===== src/rtl/cache_pkg.sv =====
// Shared cache types: the 32-bit word and the instruction-cache fill FSM states.
package cache_pkg;

    typedef logic [31:0] word_t;

    typedef enum logic {
        IDLE  = 1'b0,
        FETCH = 1'b1
    } icache_state_t;

endpackage


===== src/rtl/icache_dm.sv =====
// Direct-mapped instruction cache: combinational hits, multi-word block fill on miss.
// Frames hold valid, tag and BLKWORDS data words; inval clears every valid bit.
module icache_dm #(
    parameter int unsigned SETS     = 16,
    parameter int unsigned BLKWORDS = 2
) (
    input  logic        CLK,
    input  logic        RST,
    input  logic        imemREN,
    input  logic [31:0] imemaddr,
    input  logic        inval,
    output logic        ihit,
    output logic [31:0] imemload,
    output logic        iREN,
    output logic [31:0] iaddr,
    input  logic        iwait,
    input  logic [31:0] iload
);
    import cache_pkg::*;

    localparam int unsigned OFFW = $clog2(BLKWORDS);
    localparam int unsigned IDXW = $clog2(SETS);
    localparam int unsigned TAGW = 32 - IDXW - OFFW - 2;
    localparam int unsigned CNTW = (OFFW > 0) ? OFFW : 1;

    if (SETS < 2 || (SETS & (SETS - 1)) != 0) begin : g_bad_sets
        $error("icache_dm: SETS must be a power of two >= 2");
    end
    if (BLKWORDS < 1 || (BLKWORDS & (BLKWORDS - 1)) != 0) begin : g_bad_blkwords
        $error("icache_dm: BLKWORDS must be a power of two >= 1");
    end

    icache_state_t   state;
    logic [CNTW-1:0] cnt;
    word_t           fill_base;

    logic [SETS-1:0] valid;
    logic [TAGW-1:0] tags [SETS];
    word_t           data [SETS][BLKWORDS];

    logic [IDXW-1:0] req_idx;
    logic [TAGW-1:0] req_tag;
    logic [CNTW-1:0] req_off;
    word_t           req_base;
    logic [IDXW-1:0] fill_idx;
    logic [TAGW-1:0] fill_tag;
    logic            tag_hit;
    logic            last_word;

    // Field extraction by shifting keeps BLKWORDS=1 (empty offset field) legal.
    assign req_idx  = IDXW'(imemaddr >> (OFFW + 2));
    assign req_tag  = TAGW'(imemaddr >> (IDXW + OFFW + 2));
    assign req_off  = CNTW'(imemaddr >> 2) & CNTW'(BLKWORDS - 1);
    assign req_base = imemaddr & ~word_t'(BLKWORDS * 4 - 1);
    assign fill_idx = IDXW'(fill_base >> (OFFW + 2));
    assign fill_tag = TAGW'(fill_base >> (IDXW + OFFW + 2));

    assign tag_hit   = valid[req_idx] && (tags[req_idx] == req_tag);
    assign last_word = (cnt == CNTW'(BLKWORDS - 1));

    assign ihit     = (state == IDLE) && imemREN && !inval && tag_hit;
    assign imemload = data[req_idx][req_off];
    assign iREN     = (state == FETCH);
    assign iaddr    = fill_base + (word_t'(cnt) << 2);

    always_ff @(posedge CLK or posedge RST) begin
        if (RST) begin
            state     <= IDLE;
            cnt       <= '0;
            fill_base <= '0;
            valid     <= '0;
            for (int unsigned s = 0; s < SETS; s++) begin
                tags[IDXW'(s)] <= '0;
                for (int unsigned w = 0; w < BLKWORDS; w++) begin
                    data[IDXW'(s)][CNTW'(w)] <= '0;
                end
            end
        end else if (inval) begin
            // Invalidate outranks any fill in progress, including its final word.
            valid <= '0;
            cnt   <= '0;
            state <= IDLE;
        end else begin
            case (state)
                IDLE: begin
                    if (imemREN && !tag_hit) begin
                        fill_base <= req_base;
                        cnt       <= '0;
                        state     <= FETCH;
                    end
                end
                FETCH: begin
                    if (!iwait) begin
                        data[fill_idx][cnt] <= iload;
                        if (last_word) begin
                            tags[fill_idx]  <= fill_tag;
                            valid[fill_idx] <= 1'b1;
                            cnt             <= '0;
                            state           <= IDLE;
                        end else begin
                            cnt <= cnt + 1'b1;
                        end
                    end
                end
                default: state <= IDLE;
            endcase
        end
    end

endmodule


===== config.mk =====
export PLATFORM = sky130hd
export DESIGN_NAME = icache_dm
export DESIGN_NICKNAME = d
export VERILOG_FILES = /design/src/rtl/cache_pkg.sv /design/src/rtl/icache_dm.sv
export SDC_FILE = /design/constraint.sdc
export NUM_CORES = 2
export LEC_CHECK = 0
export ABC_AREA = 1
export CAP_MARGIN = 10
export CORE_MARGIN = 1
export CORE_UTILIZATION = 40
export CTS_BUF_LIST = sky130_fd_sc_hd__clkbuf_4 sky130_fd_sc_hd__clkbuf_8
export DETAILED_ROUTE_END_ITERATION = 10
export SLEW_MARGIN = 5
export SYNTH_ARGS = -nofsm -noshare
export SYNTH_HDL_FRONTEND = slang
export SYNTH_SLANG_ARGS = --single-unit

===== constraint.sdc =====
create_clock -name CLK -period 60.9 [get_ports CLK]
set_input_delay 12.18 -clock CLK [delete_from_list [all_inputs] [get_ports CLK]]
set_output_delay 12.18 -clock CLK [all_outputs]
set_load 0.05 [all_outputs]

-- Word level (Yosys, flattened, before mapping)
Index checks and enable logic that the tools add are counted.
- add/subtract/negate cells: 2
- $lt $le $gt $ge: 9
- eq/ne operators: 4
- mux-type cells: 35
- bitwise operators: 8
- reduce and logical (&&, ||, !) cells: 17
- operator list (cell ; count):
    $bwmux 1024 ; 1
    $bwmux 400 ; 1
    $bmux 64 s4 ; 1
    $demux 64 s4 ; 1
    $mux 64 ; 3
    $mux 32 ; 4
    $bmux 25 s4 ; 1
    $demux 25 s4 ; 1
    $mux 25 ; 3
    $mux 16 ; 4
    $add 32x3->32 ; 1
    $demux 32 s1 ; 1
    $eq 25x25->1 ; 1
    $or 16x16->16 ; 1
    $ge 5x5->1 const B ; 2
    $lt 4x5->1 const B ; 2
    $mux 1 ; 10
    $not 4->5 ; 2
    $reduce_and 3->1 ; 3
    $logic_and 1x1->1 ; 8
    $lt 5x1->1 const B ; 1
    $bmux 1 s4 ; 1
    $demux 1 s4 ; 1
    $ge 2x2->1 const B ; 2
    other kinds (13) ; 19
- bits in registers: 1471
- bits of input ports: 69
- output and inout port bits: 66
- logic and storage cells: 127

-- Logic depth before layout (Yosys ltp)
- depth in word-level cells: 11
- gate-level depth with buffers: 22
- depth with buffers taken out: 16

-- Worst setup path before layout
Ideal clock, no wire load.
- path kind: input to output
- start point: input port imemaddr[3]
- end point: output port imemload[10]
- data arrival time: 14.642 ns
- required time: 48.720 ns
- path slack: 34.078 ns
- stages on the path: 12
- path buffers: 7
- path through: buf_4 > inv_2 > buf_6 > buf_6 > buf_2 > buf_2 > buf_2 > clkbuf_1 > nor2_1 > o221ai_1 > nand3_1 > a32oi_1
- word-level cells in the longest chain between the ends: 7
- RTL lines (item ; RTL line ; RTL):
    start, declared ; icache_dm.sv:10 ; input logic [31:0] imemaddr,
    $not 4->5 (not written as such) ; icache_dm.sv:62 ; assign imemload = data[req_idx][req_off];
    $bmux 64 s4 ; icache_dm.sv:62 ;
    $mux 64 (not written as such) (2 in a row) ; icache_dm.sv:62 ;
    $mux 32 (not written as such) (3 in a row) ; icache_dm.sv:62 ;
    end, declared ; icache_dm.sv:13 ; output logic [31:0] imemload,
Every way passes these cells. The select of a mux whose other input is x is not followed.

-- Worst setup path after layout
- start point: input port imemaddr[3]
- end point: output port imemload[27]
Same word-level chain as after synthesis.

==> summary.txt <==
PwrDens: 31.41 nW/um^2
Post-CTS Hold Fix Bufs: 0
Clk Latency, worst-skew pair: 0.97 ns
Initial DRC Count: 6119
min Tclk post-route: 30.72 ns
Synth area leaders: dfrtp_1 (56%), o21ai_0 (15%), nand2_1 (11%), nor2_1 (4.4%), clkbuf_1 (3.6%)
postcts setup bufs: 0
Rel. slew slack: 0.1679
root buf cell: clkbuf_8
I/O pins: 135
Row Count: 148
CTS tree: done
critical path data required time: 48.72 ns
DRT Wirelength: 213.8 mm
Avg Cell Area, Syn: 8.374 sq um
Num CTS Buffers: 231
worst-margin pin slew: 1.248 ns
Initial Util: 0.4025
Post-Syn Area: 65450 sq um
startpoint types: primary input
Util after Layout: 0.4457
Design Area, Final: 72460 sq um
total power: 2276 uW
RSZ-0062 raised after global routing: false
area share of the largest cell type after synthesis: 0.5624
WL/cell: 21.63 um
dpl hpwl: 107.2 mm
final setup fails: 0
ANT nets after route: 0
kind of critical path: primary input to output pin
Post-synth EDFFs: 0
CTS Buffer Depth: 3
Initial DRT Pass Iterations: 6
compound-gate portion of the synthesized area: 0.2056
post-CTS sizing: 0
layout net count: 7598
commonest cells in the netlist: o21ai_0 (2024), nand2_1 (1906), dfrtp_1 (1471), nor2_1 (760), clkbuf_1 (623)
maximum number of pins on one net before global-route repair: 173
GPL Wtd Cong: 0.8351
initial antenna violation count: 3
dominant cell type by area after synthesis: dfrtp_1
number of global-route vias before repair: 51.39k
Peak supply drop: 0.00002356 V
core area: 162600 sq um
dpl cell area: 67450 sq um
H-Tree Depth: 4
via count: 55.27k
total track usage: 0.2573
DRC: 0
Die Span Y: 406.5 um
Slew Limit Fails: 0
Buffers on Ports: 130
count leader, synth: o21ai_0
share of cells above drive strength 1: 0.07291
Distinct cells, synth: 31
Yosys reg bits: 1471
proportion of synthesized chip area in sequential cells: 0.5624
Syn. warnings: 0
routed vias/inst: 5.591
fmax: 32.55 MHz
main combinational cell family by area after synthesis: compound AO/OA/AOI/OAI gates
Synth Area in Simple Gates: 0.1769
post-route setup TNS: 0 ns
Final period util: 0.5044
FFs w/ async S/R, synth: 1.000
Setup crit end kind: output pin
Post-Synth Adder-Cell Area: 0
total congestion overflow: 0
mux contribution to synthesized area: 0
Horiz. Die Dim: 406.5 um
die area: 165200 sq um
worst path arrival time: 18.54 ns
Hold/Removal Path Class: flop to flop
clock sinks: 1471
final-report hold violation count: 0
post-synthesis cell count: 7815
Post-Synth XOR/XNOR Area: 0
Top FF cell, synth: dfrtp_1
static leakage: 0.03281 uW
Max Cap Viol: 0
status: completed
post-route clock skew: 0.04365 ns
Crit Path Max Fanout: 100
area delta synth->final: 10.72%
first-pass GRT wire length: 325.1 mm
Clock Pin Slew Worst Setup and Hold Paths: 0.05 ns
layout by cell type, fill, tap and decap left out, types with 2 or more instances in the layout:
cell type / netlist / final
a21oi_1: 11 / 11
a31oi_1: 32 / 32
a32oi_1: 30 / 30
buf_12: 0 / 4
buf_4: 4 / 71
buf_8: 1 / 2
bufinv_16: 0 / 4
clkbuf_4: 0 / 98
clkbuf_8: 0 / 294
clkdlybuf4s50_1: 0 / 126
clkinv_2: 0 / 8
clkinvlp_4: 0 / 6
conb_1: 1 / 2
dfrtp_1: 1471 / 1471
diode_2: 0 / 2
inv_1: 182 / 180
inv_6: 0 / 4
inv_8: 0 / 4
nand2_1: 1906 / 1874
nand2_2: 10 / 15
nand2_4: 0 / 27
nand3_1: 282 / 282
nand4_1: 6 / 6
nor2_1: 760 / 759
nor3_1: 5 / 5
nor4_1: 2 / 2
o211ai_1: 39 / 39
o21ai_0: 2024 / 2024
o21ai_1: 45 / 45
o21ai_2: 20 / 20
o221ai_1: 204 / 204
o22ai_1: 52 / 52
metrics by stage:
step	hold WS [ns]	setup WS, ns	std cells
2_1_floorplan	0.4449	7.230	7816
3_3_place_gp	0.4575	30.30	9471
3_5_place_dp	0.4620	30.34	9471
4_1_cts	0.4813	30.32	9883
5_1_grt	0.4933	30.06	9885
6_report	0.4783	30.18	9885
worst max-delay path, stage by stage:
cell and delay (ns):
buf_8 0.25, inv_8 0.48, buf_4 0.70, buf_4 0.81
buf_4 0.75, buf_4 0.76, o21ai_0 0.17, o22ai_1 0.17
nor2_1 0.06, nor2_1 0.12, o21ai_0 0.10, a32oi_1 0.73
clkdlybuf4s50_1 1.07
power by group:
part           internal (uW)  leakage, uW  switching [uW]
clock network            505      0.00266             399
logic                   81.6      0.00987             189
registers               1060       0.0203            43.8
total                   1640       0.0328             632
path summary, 6_finish.rpt:
kind                                            start                    end  slack, ns  cells past startpoint
min in group asynchronous                         RST  tags[392]$_DFFE_PP0P_      11.83                      2
worst min register to register  tags[108]$_DFFE_PP0P_  tags[108]$_DFFE_PP0P_       0.48                      2
worst min-delay path            tags[108]$_DFFE_PP0P_  tags[108]$_DFFE_PP0P_       0.48                      2
worst max register to register         iREN$_DFF_PP0_  tags[340]$_DFFE_PP0P_      57.49                      5
worst max-delay path                      imemaddr[3]           imemload[27]      30.18                     13
max in group asynchronous                         RST  data[233]$_DFFE_PP0P_      45.17                      6
logic make-up (layout without fill, tap and decap cells):
group	Yosys count	after routing
simple gates	2974	2974
other cells	1	4
flops	1471	1471
compound gates	2457	2457
buf+inv	912	804
final cells by class:
| cell class | count | area (sq um) |
|---|---|---|
| Timing Repair Buffer | 204 | 1918 |
| Tap cell | 2175 | 2721 |
| Clock inverter | 21 | 235.2 |
| Sequential cell | 1471 | 36810 |
| Fill cell | 16280 | 90120 |
| Clock buffer | 391 | 4768 |
| Inverter | 188 | 742.0 |
| Antenna cell | 2 | 5.005 |
| Multi-Input combinational cell | 5433 | 25260 |
state kept, by name, indices dropped and copies added (netlist names):
signal	flops
fill_base	29
tags	400
data	1024
cnt	1
iREN	1
valid	16
metal layers:
metal | share of wire | vias up | track usage
met2 | 0.45 | 2043 | 0.3965
met4 | 0.023 | 2 | 0.07182
met3 | 0.076 | 310 | 0.04748
met1 | 0.45 | 27300 | 0.3699
met5 | 0.000051 | - | 0
li1 | - | 25620 | -
No activity file was read; power rests on OpenSTA's default activity.
